### config.mk
export PLATFORM = sky130hd
export DESIGN_NAME = p_beid_interconnect_f0_ahb_mtx_input_hold_flat
export DESIGN_NICKNAME = d
export VERILOG_FILES = /design/src/rtl/p_beid_interconnect_f0_ahb_mtx_input_hold_pkg.sv /design/src/rtl/p_beid_interconnect_f0_ahb_mtx_input_hold_if.sv /design/src/rtl/p_beid_interconnect_f0_ahb_mtx_decodeS.sv /design/src/rtl/p_beid_interconnect_f0_ahb_mtx_input_hold.sv /design/src/flat_wrapper.sv
export SDC_FILE = /design/constraint.sdc
export NUM_CORES = 1
export LEC_CHECK = 0
export ABC_AREA = 1
export ABC_CLOCK_PERIOD_IN_PS = 2700
export BUFFER_PORTS_ARGS = -buffer_cell sky130_fd_sc_hd__buf_2
export CELL_PAD_IN_SITES_DETAIL_PLACEMENT = 1
export CELL_PAD_IN_SITES_GLOBAL_PLACEMENT = 1
export CORE_MARGIN = 2
export CORE_UTILIZATION = 36
export DETAILED_ROUTE_END_ITERATION = 8
export PLACE_DENSITY_LB_ADDON = 0.2
export SLEW_MARGIN = 0
export SYNTH_ARGS = -nofsm -noshare
export SYNTH_HDL_FRONTEND = slang
export SYNTH_SLANG_ARGS = --single-unit
### constraint.sdc
create_clock -name HCLK -period 2.7 [get_ports HCLK]
set_input_delay 0.405 -clock HCLK [delete_from_list [all_inputs] [get_ports HCLK]]
set_output_delay 0.405 -clock HCLK [all_outputs]
set_load 0.02 [all_outputs]
### src/rtl/p_beid_interconnect_f0_ahb_mtx_input_hold_pkg.sv
// Shared types for the AHB matrix input stage: HTRANS/HBURST encodings,
// FSM state encoding, held address-phase bundle and region decode helpers.
package p_beid_interconnect_f0_ahb_mtx_input_hold_pkg;

    typedef enum logic [1:0] {
        TRN_IDLE   = 2'b00,
        TRN_BUSY   = 2'b01,
        TRN_NONSEQ = 2'b10,
        TRN_SEQ    = 2'b11
    } trans_t;

    typedef enum logic [2:0] {
        BUR_SINGLE = 3'd0,
        BUR_INCR   = 3'd1,
        BUR_WRAP4  = 3'd2,
        BUR_INCR4  = 3'd3,
        BUR_WRAP8  = 3'd4,
        BUR_INCR8  = 3'd5,
        BUR_WRAP16 = 3'd6,
        BUR_INCR16 = 3'd7
    } burst_t;

    typedef enum logic [2:0] {
        ST_IDLE   = 3'd0,
        ST_HOLD   = 3'd1,
        ST_DPHASE = 3'd2,
        ST_ERR1   = 3'd3,
        ST_ERR2   = 3'd4
    } state_t;

    typedef struct packed {
        logic [31:0] addr;
        logic [1:0]  trans;
        logic        write;
        logic [2:0]  size;
        logic [2:0]  burst;
        logic [3:0]  prot;
        logic        lock;
    } aphase_t;

    function automatic logic region_hit(input logic [31:0] addr,
                                        input logic [31:0] base,
                                        input logic [31:0] mask);
        return (addr & mask) == base;
    endfunction

    // Index of the lowest set bit; 0 when nothing is set.
    function automatic logic [1:0] onehot_idx(input logic [3:0] oh);
        logic [1:0] idx;
        idx = 2'd0;
        for (int i = 3; i >= 0; i--) begin
            if (oh[i]) idx = 2'(i);
        end
        return idx;
    endfunction

endpackage

### src/rtl/p_beid_interconnect_f0_ahb_mtx_input_hold_if.sv
// Bus bundle of one matrix input port: master-facing AHB slave side,
// arbiter request/grant and the address phase broadcast to all outputs.
// Modport slave is taken by the input stage, master by whoever drives it.
interface p_beid_interconnect_f0_ahb_mtx_input_hold_if;

    logic        HSELS;
    logic [31:0] HADDRS;
    logic [1:0]  HTRANSS;
    logic        HWRITES;
    logic [2:0]  HSIZES;
    logic [2:0]  HBURSTS;
    logic [3:0]  HPROTS;
    logic        HMASTLOCKS;
    logic        HREADYS;
    logic        HREADYOUTS;
    logic        HRESPS;
    logic [3:0]  req_port;
    logic [3:0]  gnt_port;
    logic [3:0]  HREADYM;
    logic [3:0]  HRESPM;
    logic [31:0] HADDRM;
    logic [1:0]  HTRANSM;
    logic        HWRITEM;
    logic [2:0]  HSIZEM;
    logic [2:0]  HBURSTM;
    logic [3:0]  HPROTM;
    logic        HMASTLOCKM;

    modport slave (
        input  HSELS, HADDRS, HTRANSS, HWRITES, HSIZES,
        input  HBURSTS, HPROTS, HMASTLOCKS, HREADYS,
        input  gnt_port, HREADYM, HRESPM,
        output HREADYOUTS, HRESPS, req_port,
        output HADDRM, HTRANSM, HWRITEM, HSIZEM,
        output HBURSTM, HPROTM, HMASTLOCKM
    );

    modport master (
        output HSELS, HADDRS, HTRANSS, HWRITES, HSIZES,
        output HBURSTS, HPROTS, HMASTLOCKS, HREADYS,
        output gnt_port, HREADYM, HRESPM,
        input  HREADYOUTS, HRESPS, req_port,
        input  HADDRM, HTRANSM, HWRITEM, HSIZEM,
        input  HBURSTM, HPROTM, HMASTLOCKM
    );

endinterface

### src/rtl/p_beid_interconnect_f0_ahb_mtx_decodeS.sv
// Address decoder shared by every matrix input port.
// i_addr -> o_dec (one-hot output port, lowest index wins), o_dec_err.
module p_beid_interconnect_f0_ahb_mtx_decodeS
    import p_beid_interconnect_f0_ahb_mtx_input_hold_pkg::*;
#(
    parameter logic [31:0] BASE0   = 32'h0000_0000,
    parameter logic [31:0] BASE1   = 32'h2000_0000,
    parameter logic [31:0] BASE2   = 32'h4000_0000,
    parameter logic [31:0] BASE3   = 32'h6000_0000,
    parameter logic [31:0] MASK0   = 32'hE000_0000,
    parameter logic [31:0] MASK1   = 32'hE000_0000,
    parameter logic [31:0] MASK2   = 32'hE000_0000,
    parameter logic [31:0] MASK3   = 32'hE000_0000,
    parameter logic [3:0]  CONNECT = 4'b1111
) (
    input  logic [31:0] i_addr,
    output logic [3:0]  o_dec,
    output logic        o_dec_err
);

    logic [3:0] w_hit;

    assign w_hit[0] = region_hit(i_addr, BASE0, MASK0) & CONNECT[0];
    assign w_hit[1] = region_hit(i_addr, BASE1, MASK1) & CONNECT[1];
    assign w_hit[2] = region_hit(i_addr, BASE2, MASK2) & CONNECT[2];
    assign w_hit[3] = region_hit(i_addr, BASE3, MASK3) & CONNECT[3];

    always_comb begin
        o_dec = 4'b0000;
        if (w_hit[0])      o_dec = 4'b0001;
        else if (w_hit[1]) o_dec = 4'b0010;
        else if (w_hit[2]) o_dec = 4'b0100;
        else if (w_hit[3]) o_dec = 4'b1000;
    end

    assign o_dec_err = ~|w_hit;

endmodule

### src/rtl/p_beid_interconnect_f0_ahb_mtx_input_hold.sv
// AHB matrix input stage: decodes a master transfer, requests the target
// output arbiter, holds the transfer until granted, answers unmapped
// addresses with a local two-cycle ERROR.
// Ports: HCLK, HRESET (sync, active high), bus (slave modport).
module p_beid_interconnect_f0_ahb_mtx_input_hold
    import p_beid_interconnect_f0_ahb_mtx_input_hold_pkg::*;
#(
    parameter logic [31:0] BASE0   = 32'h0000_0000,
    parameter logic [31:0] BASE1   = 32'h2000_0000,
    parameter logic [31:0] BASE2   = 32'h4000_0000,
    parameter logic [31:0] BASE3   = 32'h6000_0000,
    parameter logic [31:0] MASK0   = 32'hE000_0000,
    parameter logic [31:0] MASK1   = 32'hE000_0000,
    parameter logic [31:0] MASK2   = 32'hE000_0000,
    parameter logic [31:0] MASK3   = 32'hE000_0000,
    parameter logic [3:0]  CONNECT = 4'b1111
) (
    input logic HCLK,
    input logic HRESET,
    p_beid_interconnect_f0_ahb_mtx_input_hold_if.slave bus
);

    state_t     r_state;
    state_t     w_state_nxt;
    logic       r_hold_valid;
    aphase_t    r_hold;
    logic [3:0] r_hsel;
    logic [1:0] r_dsel;
    logic [1:0] w_dsel_nxt;
    logic       w_capture;

    logic       w_vld;
    logic [3:0] w_dec;
    logic       w_dec_err;
    logic [3:0] w_kvec;
    logic       w_acc;
    logic       w_rdy;
    logic       w_resp;
    aphase_t    w_live;
    aphase_t    w_out;
    logic [3:0] w_lock_req;

    p_beid_interconnect_f0_ahb_mtx_decodeS #(
        .BASE0(BASE0), .BASE1(BASE1), .BASE2(BASE2), .BASE3(BASE3),
        .MASK0(MASK0), .MASK1(MASK1), .MASK2(MASK2), .MASK3(MASK3),
        .CONNECT(CONNECT)
    ) u_dec (
        .i_addr   (bus.HADDRS),
        .o_dec    (w_dec),
        .o_dec_err(w_dec_err)
    );

    assign w_vld = bus.HSELS & bus.HREADYS & bus.HTRANSS[1];

    assign w_live = '{
        addr:  bus.HADDRS,
        trans: bus.HTRANSS,
        write: bus.HWRITES,
        size:  bus.HSIZES,
        burst: bus.HBURSTS,
        prot:  bus.HPROTS,
        lock:  bus.HMASTLOCKS
    };

    // A held transfer owns the request lines until it is accepted.
    assign w_kvec = r_hold_valid ? r_hsel : w_dec;
    assign w_acc  = |(w_kvec & bus.gnt_port & bus.HREADYM);

    assign w_out = r_hold_valid ? r_hold : w_live;

    assign bus.HADDRM     = w_out.addr;
    assign bus.HWRITEM    = w_out.write;
    assign bus.HSIZEM     = w_out.size;
    assign bus.HBURSTM    = w_out.burst;
    assign bus.HPROTM     = w_out.prot;
    assign bus.HMASTLOCKM = w_out.lock;
    assign bus.HTRANSM    = r_hold_valid ? r_hold.trans :
                            w_vld        ? bus.HTRANSS  : TRN_IDLE;

    // Locked sequences keep the current output's arbiter parked on us.
    assign w_lock_req = (r_state == ST_DPHASE && w_out.lock) ?
                        (4'b0001 << r_dsel) : 4'b0000;

    assign bus.req_port = (r_hold_valid ? r_hsel :
                           ({4{w_vld & ~w_dec_err}} & w_dec)) | w_lock_req;

    assign bus.HREADYOUTS = w_rdy;
    assign bus.HRESPS     = w_resp;

    always_comb begin
        w_state_nxt = r_state;
        w_dsel_nxt  = r_dsel;
        w_capture   = 1'b0;
        w_rdy       = 1'b1;
        w_resp      = 1'b0;
        unique case (r_state)
            ST_HOLD: begin
                w_rdy = 1'b0;
                if (w_acc) begin
                    w_state_nxt = ST_DPHASE;
                    w_dsel_nxt  = onehot_idx(r_hsel);
                end
            end
            ST_ERR1: begin
                w_rdy       = 1'b0;
                w_resp      = 1'b1;
                w_state_nxt = ST_ERR2;
            end
            ST_IDLE, ST_DPHASE, ST_ERR2: begin
                if (r_state == ST_DPHASE) begin
                    w_rdy  = bus.HREADYM[r_dsel];
                    w_resp = bus.HRESPM[r_dsel];
                end
                if (r_state == ST_ERR2) w_resp = 1'b1;
                if (w_vld) begin
                    if (w_dec_err) begin
                        w_state_nxt = ST_ERR1;
                    end else if (w_acc) begin
                        w_state_nxt = ST_DPHASE;
                        w_dsel_nxt  = onehot_idx(w_dec);
                    end else begin
                        w_state_nxt = ST_HOLD;
                        w_capture   = 1'b1;
                    end
                end else if (r_state == ST_DPHASE &&
                             !bus.HREADYM[r_dsel]) begin
                    w_state_nxt = ST_DPHASE;
                end else begin
                    w_state_nxt = ST_IDLE;
                end
            end
            default: w_state_nxt = ST_IDLE;
        endcase
    end

    always_ff @(posedge HCLK) begin
        if (HRESET) begin
            r_state      <= ST_IDLE;
            r_hold_valid <= 1'b0;
            r_hold       <= '0;
            r_hsel       <= 4'b0000;
            r_dsel       <= 2'd0;
        end else begin
            r_state <= w_state_nxt;
            r_dsel  <= w_dsel_nxt;
            if (w_capture) begin
                r_hold_valid <= 1'b1;
                r_hold       <= w_live;
                r_hsel       <= w_dec;
            end else if (r_state == ST_HOLD && w_acc) begin
                r_hold_valid <= 1'b0;
            end
        end
    end

endmodule

### src/flat_wrapper.sv
// flat-port wrapper written by rule: the top's interface ports become plain ports
module p_beid_interconnect_f0_ahb_mtx_input_hold_flat import p_beid_interconnect_f0_ahb_mtx_input_hold_pkg::*;
#(
    parameter logic [31:0] BASE0   = 32'h0000_0000,
    parameter logic [31:0] BASE1   = 32'h2000_0000,
    parameter logic [31:0] BASE2   = 32'h4000_0000,
    parameter logic [31:0] BASE3   = 32'h6000_0000,
    parameter logic [31:0] MASK0   = 32'hE000_0000,
    parameter logic [31:0] MASK1   = 32'hE000_0000,
    parameter logic [31:0] MASK2   = 32'hE000_0000,
    parameter logic [31:0] MASK3   = 32'hE000_0000,
    parameter logic [3:0]  CONNECT = 4'b1111
)
  (HCLK, HRESET, bus_HSELS, bus_HADDRS, bus_HTRANSS, bus_HWRITES, bus_HSIZES, bus_HBURSTS, bus_HPROTS, bus_HMASTLOCKS, bus_HREADYS, bus_gnt_port, bus_HREADYM, bus_HRESPM, bus_HREADYOUTS, bus_HRESPS, bus_req_port, bus_HADDRM, bus_HTRANSM, bus_HWRITEM, bus_HSIZEM, bus_HBURSTM, bus_HPROTM, bus_HMASTLOCKM);
  p_beid_interconnect_f0_ahb_mtx_input_hold_if bus_i ();
  input logic HCLK;
  input logic HRESET;
  input wire logic [$bits(bus_i.HSELS)-1:0] bus_HSELS;
  input wire logic [$bits(bus_i.HADDRS)-1:0] bus_HADDRS;
  input wire logic [$bits(bus_i.HTRANSS)-1:0] bus_HTRANSS;
  input wire logic [$bits(bus_i.HWRITES)-1:0] bus_HWRITES;
  input wire logic [$bits(bus_i.HSIZES)-1:0] bus_HSIZES;
  input wire logic [$bits(bus_i.HBURSTS)-1:0] bus_HBURSTS;
  input wire logic [$bits(bus_i.HPROTS)-1:0] bus_HPROTS;
  input wire logic [$bits(bus_i.HMASTLOCKS)-1:0] bus_HMASTLOCKS;
  input wire logic [$bits(bus_i.HREADYS)-1:0] bus_HREADYS;
  input wire logic [$bits(bus_i.gnt_port)-1:0] bus_gnt_port;
  input wire logic [$bits(bus_i.HREADYM)-1:0] bus_HREADYM;
  input wire logic [$bits(bus_i.HRESPM)-1:0] bus_HRESPM;
  output wire logic [$bits(bus_i.HREADYOUTS)-1:0] bus_HREADYOUTS;
  output wire logic [$bits(bus_i.HRESPS)-1:0] bus_HRESPS;
  output wire logic [$bits(bus_i.req_port)-1:0] bus_req_port;
  output wire logic [$bits(bus_i.HADDRM)-1:0] bus_HADDRM;
  output wire logic [$bits(bus_i.HTRANSM)-1:0] bus_HTRANSM;
  output wire logic [$bits(bus_i.HWRITEM)-1:0] bus_HWRITEM;
  output wire logic [$bits(bus_i.HSIZEM)-1:0] bus_HSIZEM;
  output wire logic [$bits(bus_i.HBURSTM)-1:0] bus_HBURSTM;
  output wire logic [$bits(bus_i.HPROTM)-1:0] bus_HPROTM;
  output wire logic [$bits(bus_i.HMASTLOCKM)-1:0] bus_HMASTLOCKM;
  assign bus_i.HSELS = bus_HSELS;
  assign bus_i.HADDRS = bus_HADDRS;
  assign bus_i.HTRANSS = bus_HTRANSS;
  assign bus_i.HWRITES = bus_HWRITES;
  assign bus_i.HSIZES = bus_HSIZES;
  assign bus_i.HBURSTS = bus_HBURSTS;
  assign bus_i.HPROTS = bus_HPROTS;
  assign bus_i.HMASTLOCKS = bus_HMASTLOCKS;
  assign bus_i.HREADYS = bus_HREADYS;
  assign bus_i.gnt_port = bus_gnt_port;
  assign bus_i.HREADYM = bus_HREADYM;
  assign bus_i.HRESPM = bus_HRESPM;
  assign bus_HREADYOUTS = bus_i.HREADYOUTS;
  assign bus_HRESPS = bus_i.HRESPS;
  assign bus_req_port = bus_i.req_port;
  assign bus_HADDRM = bus_i.HADDRM;
  assign bus_HTRANSM = bus_i.HTRANSM;
  assign bus_HWRITEM = bus_i.HWRITEM;
  assign bus_HSIZEM = bus_i.HSIZEM;
  assign bus_HBURSTM = bus_i.HBURSTM;
  assign bus_HPROTM = bus_i.HPROTM;
  assign bus_HMASTLOCKM = bus_i.HMASTLOCKM;
  p_beid_interconnect_f0_ahb_mtx_input_hold #(.BASE0(BASE0), .BASE1(BASE1), .BASE2(BASE2), .BASE3(BASE3), .MASK0(MASK0), .MASK1(MASK1), .MASK2(MASK2), .MASK3(MASK3), .CONNECT(CONNECT)) u_core (.HCLK(HCLK), .HRESET(HRESET), .bus(bus_i));
endmodule
==> impl_metrics.env, run 1 <==
export IMPL_outcome="finished, final reports clean"
export IMPL_finalCoreUtilization=0.4502
export IMPL_max_freq_ghz=0.4134
export IMPL_gp_congestion=0.8281
export IMPL_fp_dieW_um=95.22
export IMPL_synth_top_family_by_area="compound AO/OA/AOI/OAI gates"
export IMPL_start_util=0.3683
export IMPL_met2_usage=0.3245
export IMPL_cts_tree="built"
export IMPL_switching_power_w=0.0005337
export IMPL_grt_pass1_wl_um=13810
export IMPL_cts_root_buf="clkbuf_8"
export IMPL_htree_levels=2
export IMPL_antenna_left=0
export IMPL_synth_xor_area_frac=0
export IMPL_synth_compound_area_frac=0.2820
export IMPL_final_hold_viol_count=0
export IMPL_p_leak_nw=1.676
export IMPL_yosys_area_share_simple=0.1992
export IMPL_yosysWarnings=0
export IMPL_portBuffers=113
export IMPL_rrSetupSlack_ps=650
export IMPL_avgViaCountPerCell=4.947
export IMPL_grt_pass1_vias=2986
export IMPL_power_frac_comb=0.205
export IMPL_grtUsageMet1=0.2450
export IMPL_power_density_nw_per_um2=490.3
export IMPL_setup_ws_ps=281.1
export IMPL_startpoint_type="flop"
export IMPL_drive_gt1_frac=0.2783
export IMPL_synth_seq_area_share=0.3743
export IMPL_vias=3186
export IMPL_p_seq_frac=0.481
export IMPL_antennaDiodeCount=0
export IMPL_netlist_instances=442
export IMPL_fp_dieH_um=95.22
export IMPL_fin_total_pwr_w=0.001796
export IMPL_drtIter0Drc=96
export IMPL_core_area_um2=8134
export IMPL_areaGrowthSynthToFinish_pct=22.26
export IMPL_finalSetupViolCount=0
export IMPL_pre_cts_ws_ps=625.1
export IMPL_cts_buffers=5
export IMPL_rsz0062_at_grt="no"
export IMPL_synth_mux_area_frac=0
export IMPL_std_cell_rows=33
export IMPL_grtUsageMet3=0.03162
export IMPL_syn_area_um2=2995
export IMPL_min_period_over_period=0.8959
export IMPL_worst_ep_arrival_time_ps=2010
export IMPL_fin_worst_hold_slack_ps=354.5
export IMPL_clock_latency_ps=310
export IMPL_required_ps=2300
export IMPL_grt_use_total=0.1890
export IMPL_dp_hpwl_um=6315
export IMPL_ctsHoldBuffers=0
export IMPL_fin_crit_ps=2419
export IMPL_cp_max_fo=20
export IMPL_dr_pass1_iters=4
export IMPL_clkTransAtPathRegs_ps=110
export IMPL_skew_ps=6.860
export IMPL_tns_ps=0
export IMPL_layout_common_cells="buf_2, nand2_1, o21ai_0"
export IMPL_cts_resized=0
export IMPL_synth_fa_ha_area_frac=0
export IMPL_final_common_cell="buf_2"
export IMPL_worstMarginPinSlew_ps=612.8
export IMPL_postCtsSetupRepairBufs=0
export IMPL_clkSinkCount=56
export IMPL_relSlewSlack=0.5910
export IMPL_dieArea_um2=9066
export IMPL_syn_avg_cell_area_um2=6.777
export IMPL_power_share_switching=0.2972
export IMPL_ys_ff_latch=56
export IMPL_slew_violations=0
export IMPL_worstSetupPathType="reg2out"
export IMPL_grt_max_degree=67
export IMPL_busiest_layer="met2"
export IMPL_final_nets=600
export IMPL_max_cap_violations=0
export IMPL_grt_overflow_total=0
export IMPL_drcViolationCount=0
export IMPL_wl_um=8406
export IMPL_p_clk_frac=0.313
export IMPL_ir_drop_uv=240.0
export IMPL_end_kind="primary output"
export IMPL_ios=114
export IMPL_synth_fp_nets=504
export IMPL_clockBufferDepth=2
export IMPL_synth_cell_types=31
export IMPL_antenna_found_initial=0
export IMPL_intPower_w=0.001262
export IMPL_min_path_type="in2reg"
export IMPL_avgRoutedWirePerCell_um=13.05
logic make-up (layout without fill, tap and decap cells):
logic type,count (synthesis),after routing
AO/OA/AOI/OAI,154,154
AND/OR/NAND/NOR,140,140
buffers and inverters,92,189
flip-flops,56,56
Yosys cell counts:
cell type   n  area [um2]
inv_1      61       229.0
o2111ai_1   1       8.760
nand4_1     1       6.260
a41o_1      1       10.01
or2_2       1       6.260
nor2_4      2       22.52
o221ai_1    4       35.03
inv_2       1       3.750
buf_1       1       3.750
dfxtp_1    56        1121
o21ai_0    68       340.3
nand2_1    99       371.6
buf_12      1       20.02
clkinv_2    1       5.000
buf_6       8       90.09
o211ai_1    1       7.510
nor2_1     11       41.29
nand2_2     3       18.77
buf_4       2       15.01
buf_2       1       5.000
nor3_1      5       25.02
o21ai_1    15       75.07
nand3_1    15       75.07
a21oi_2     7       61.31
nand3_4     1       17.52
o21a_1      1       7.510
nor2_2      2       12.51
clkbuf_1   15       56.30
clkbuf_2    1       5.000
o21ai_2     5       43.79
a21oi_1    51       255.2
registers in the layout (all words and copies together), names as in the netlist:
name and count:
u_core.r_hold 46, u_core.r_hold_valid 1, u_core.r_hsel 4, u_core.r_dsel 2, u_core.r_state 3
path summary, 6_finish.rpt:
check	end	depth (start not counted)	startpoint
min	u_core.r_hold[18]	3	bus_HADDRS[4]
max reg2reg	u_core.r_hold[13]	11	u_core.r_hold_valid
max	bus_req_port[3]	5	u_core.r_hold_valid
min reg2reg	u_core.r_hold[29]	2	u_core.r_hold[29]
area by class of cell:
cell class | count | area [um2]
multi-input combinational | 294 | 1441
clock inverter | 3 | 46.29
inverter | 63 | 237.7
fill | 1104 | 4472
clock buffer | 5 | 68.82
tap | 105 | 131.4
timing repair buffer | 118 | 615.6
sequential | 56 | 1121
layer usage:
metal	vias up	wire, um
met5	-	0
met4	0	109
met3	10	407
met2	71	4045
met1	1478	3843
li1	1627	-
metrics by stage:
stage	std cells	instance area (um2)
floorplan	442	2995
global placement	636	3547
detailed placement	636	3547
CTS	644	3662
global route	644	3662
finish	644	3662
worst max-delay path, stage by stage (launching register included):
cell and delay, ps:
dfxtp_1 450, inv_2 190, o21ai_0 330, nand4_1 280, o221ai_1 250, buf_2 210
power by group through the flow:
stage          Sequential, W  Clock [W]  Combinational, W
2_1_floorplan       0.000880          0          0.000239
3_3_place_gp        0.000883          0          0.000362
3_5_place_dp        0.000884          0          0.000371
4_1_cts             0.000865   0.000586          0.000373
5_1_grt             0.000868   0.000621          0.000415
6_report            0.000865   0.000563          0.000368
No activity file was read; power rests on OpenSTA's default activity.
==> run 2: changes to the inputs <==
- ABC_AREA: 1 -> default
- CORE_UTILIZATION: 36 -> 38
==> run 2 against run 1 <==
  * Flip-flop and latch count unchanged
  * Largest power group unchanged
  * Synthesized cell count decreased by 18%
  * Largest cell class unchanged
  * Clock-buffer cell count increased by 3
  * Utilization increased by 4.1 points
  * Hold slack got worse by 3.3 ps
==> impl_metrics.env, run 2 <==
export IMPL_outcome="finished, final reports clean"
export IMPL_rrSetupSlack_ps=550
export IMPL_ys_ff_latch=56
export IMPL_fp_dieW_um=93.45
export IMPL_netlist_instances=363
export IMPL_postCtsSetupRepairBufs=0
export IMPL_areaGrowthSynthToFinish_pct=24.86
export IMPL_whs_path_depth=3
export IMPL_synth_enable_flop_cells=0
export IMPL_max_freq_ghz=0.4288
export IMPL_yosys_top_cells_area="dfxtp_1, mux2_2, o21ai_0, a21oi_1, nand3_1"
export IMPL_ctsHoldBuffers=0
export IMPL_relSlewSlack=0.5630
export IMPL_clkSinkCount=56
export IMPL_avgRoutedWirePerCell_um=16.59
export IMPL_final_common_cell="buf_2"
export IMPL_worstHoldStart="bus_HADDRS[22]"
export IMPL_placed_area_um2=3706
export IMPL_reg2reg_depth=6
export IMPL_cp_startpoint="u_core.r_hold_valid"
export IMPL_synth_top_area_share=0.3687
export IMPL_met2_usage=0.3711
export IMPL_final_nets=519
export IMPL_cts_resized=0
export IMPL_syn_avg_cell_area_um2=8.376
export IMPL_fin_crit_ps=2332
export IMPL_grt_pass1_vias=3099
export IMPL_grt_max_degree=49
export IMPL_cts_buffers=5
export IMPL_synth_common_cells="o21ai_0, dfxtp_1, a21oi_1, nand3_1, mux2_2"
export IMPL_p_leak_nw=1.430
export IMPL_skew_ps=4.855
export IMPL_worst_ep_arrival_time_ps=1930
export IMPL_vias=3100
export IMPL_layout_common_cells="buf_2, o21ai_0, dfxtp_1"
export IMPL_fin_worst_hold_slack_ps=351.3
export IMPL_clockBufferDepth=2
export IMPL_antennaDiodeCount=0
export IMPL_min_path_type="in2reg"
export IMPL_largest_register="u_core.r_hold"
export IMPL_yosysWarnings=0
export IMPL_ios=114
export IMPL_max_cap_violations=0
export IMPL_start_util=0.3935
export IMPL_wl_um=9288
export IMPL_drtIter0Drc=119
export IMPL_antenna_left=0
export IMPL_fin_total_pwr_w=0.001714
export IMPL_required_ps=2300
export IMPL_portBuffers=113
export IMPL_avgViaCountPerCell=5.536
export IMPL_drcViolationCount=0
export IMPL_ir_drop_uv=261.4
export IMPL_synth_most_common_cell="o21ai_0"
export IMPL_min_period_over_period=0.8637
export IMPL_end_kind="primary output"
export IMPL_synth_seq_area_share=0.3687
export IMPL_critical_path_endpoint="bus_req_port[0]"
export IMPL_synth_cell_types=37
export IMPL_finalSetupViolCount=0
export IMPL_largest_register_ffs=46
export IMPL_syn_area_um2=3040
export IMPL_core_area_um2=7727
export IMPL_grtUsageMet3=0.02820
export IMPL_dr_pass1_iters=4
export IMPL_slew_violations=0
export IMPL_grtUsageMet1=0.2853
export IMPL_std_cell_rows=32
export IMPL_grt_overflow_total=0
export IMPL_postLayoutCellArea_um2=3796
export IMPL_ys_flop_type="dfxtp_1"
export IMPL_fp_dieH_um=93.45
export IMPL_grt_pass1_wl_um=15250
export IMPL_final_hold_viol_count=0
export IMPL_ys_async_sr_fraction=0
export IMPL_worstMarginPinSlew_ps=655.4
export IMPL_tns_ps=0
export IMPL_grt_use_total=0.2128
export IMPL_htree_levels=2
export IMPL_startpoint_type="flop"
export IMPL_clkTransAtPathRegs_ps=100
export IMPL_cts_tree="built"
export IMPL_cts_root_buf="clkbuf_8"
export IMPL_cp_max_fo=17
export IMPL_dp_hpwl_um=6615
export IMPL_power_density_nw_per_um2=451.5
export IMPL_gp_congestion=0.7581
export IMPL_dieArea_um2=8733
export IMPL_synth_largest_area_cell="dfxtp_1"
export IMPL_antenna_found_initial=0
export IMPL_r2r_start="u_core.r_hold_valid"
export IMPL_reg_top3="u_core.r_hold x46, u_core.r_hsel x4, u_core.r_state x3"
export IMPL_worstSetupPathType="reg2out"
export IMPL_drive_gt1_frac=0.3974
export IMPL_busiest_layer="met2"
export IMPL_timing_rr_end="u_core.r_hsel[2]"
export IMPL_finalCoreUtilization=0.4913
export IMPL_clock_latency_ps=300
export IMPL_rsz0062_at_grt="no"
export IMPL_synth_fp_nets=425
==> run 2: changes by cell type in the layout (fill, tap and decap cells not counted), moves of 5 or more <==
cell     previous run  this run
inv_1              60         2
o21ai_1            15         1
a21oi_2             7         2
nand2_1            99        11
o21ai_2             5         0
nand3_1            15        52
o21ai_0            68        57
mux2_2              0        44
==> run 2: stage by stage <==
step                cells  setup WS, ps
floorplan             363         641.0
global placement      552         490.8
detailed placement    552         435.8
CTS                   560         345.8
global route          560         240.4
finish                560         368.1
==> run 2: logic make-up (layout without fill, tap and decap cells) <==
kind of cell    count (synthesis)  count (layout)  share of synthesized area
simple gates                   96              96                     0.1650
compound gates                127             127                     0.2300
flops                          56              56                     0.3687
buf+inv                        38             133                    0.05843
mux                            46              46                     0.1778
==> run 2: how the worst min path moves through the flow <==
stage / to
final: u_core.r_hold[36]
after global placement: u_core.r_hold[13]
after floorplan: u_core.r_hold[13]
after global routing: u_core.r_hold[10]
after detailed placement: u_core.r_hold[45]
after CTS: u_core.r_hold[21]
==> run 2: power by group <==
part / leakage (nW) / switching (W) / internal (W) / total (W)
combinational: 0.931 / 0.000229 / 0.000153 / 0.000383
sequential: 0.453 / 0.0000148 / 0.000843 / 0.000858
clock: 0.0455 / 0.000264 / 0.000210 / 0.000474
==> run 2: worst max-delay path, stage by stage, from the launching register on <==
cell	delay, ps
dfxtp_2	530
mux2_2	420
nand3_1	90
nor2_1	60
a221o_1	350
buf_2	170
==> run 2: routing by layer <==
layer / routed length (um) / up-vias
li1: - / 1518
met1: 4288 / 1510
met2: 4604 / 70
met3: 365 / 2
met4: 30 / 0
met5: 0 / -
==> run 2: final cells by class <==
cell class / count / area [um2]
Clock buffer: 8 / 90.09
Fill cell: 962 / 3931
Inverter: 2 / 7.507
Multi-Input combinational cell: 269 / 1758
Sequential cell: 56 / 1122
Tap cell: 102 / 127.6
Timing Repair Buffer: 123 / 690.7
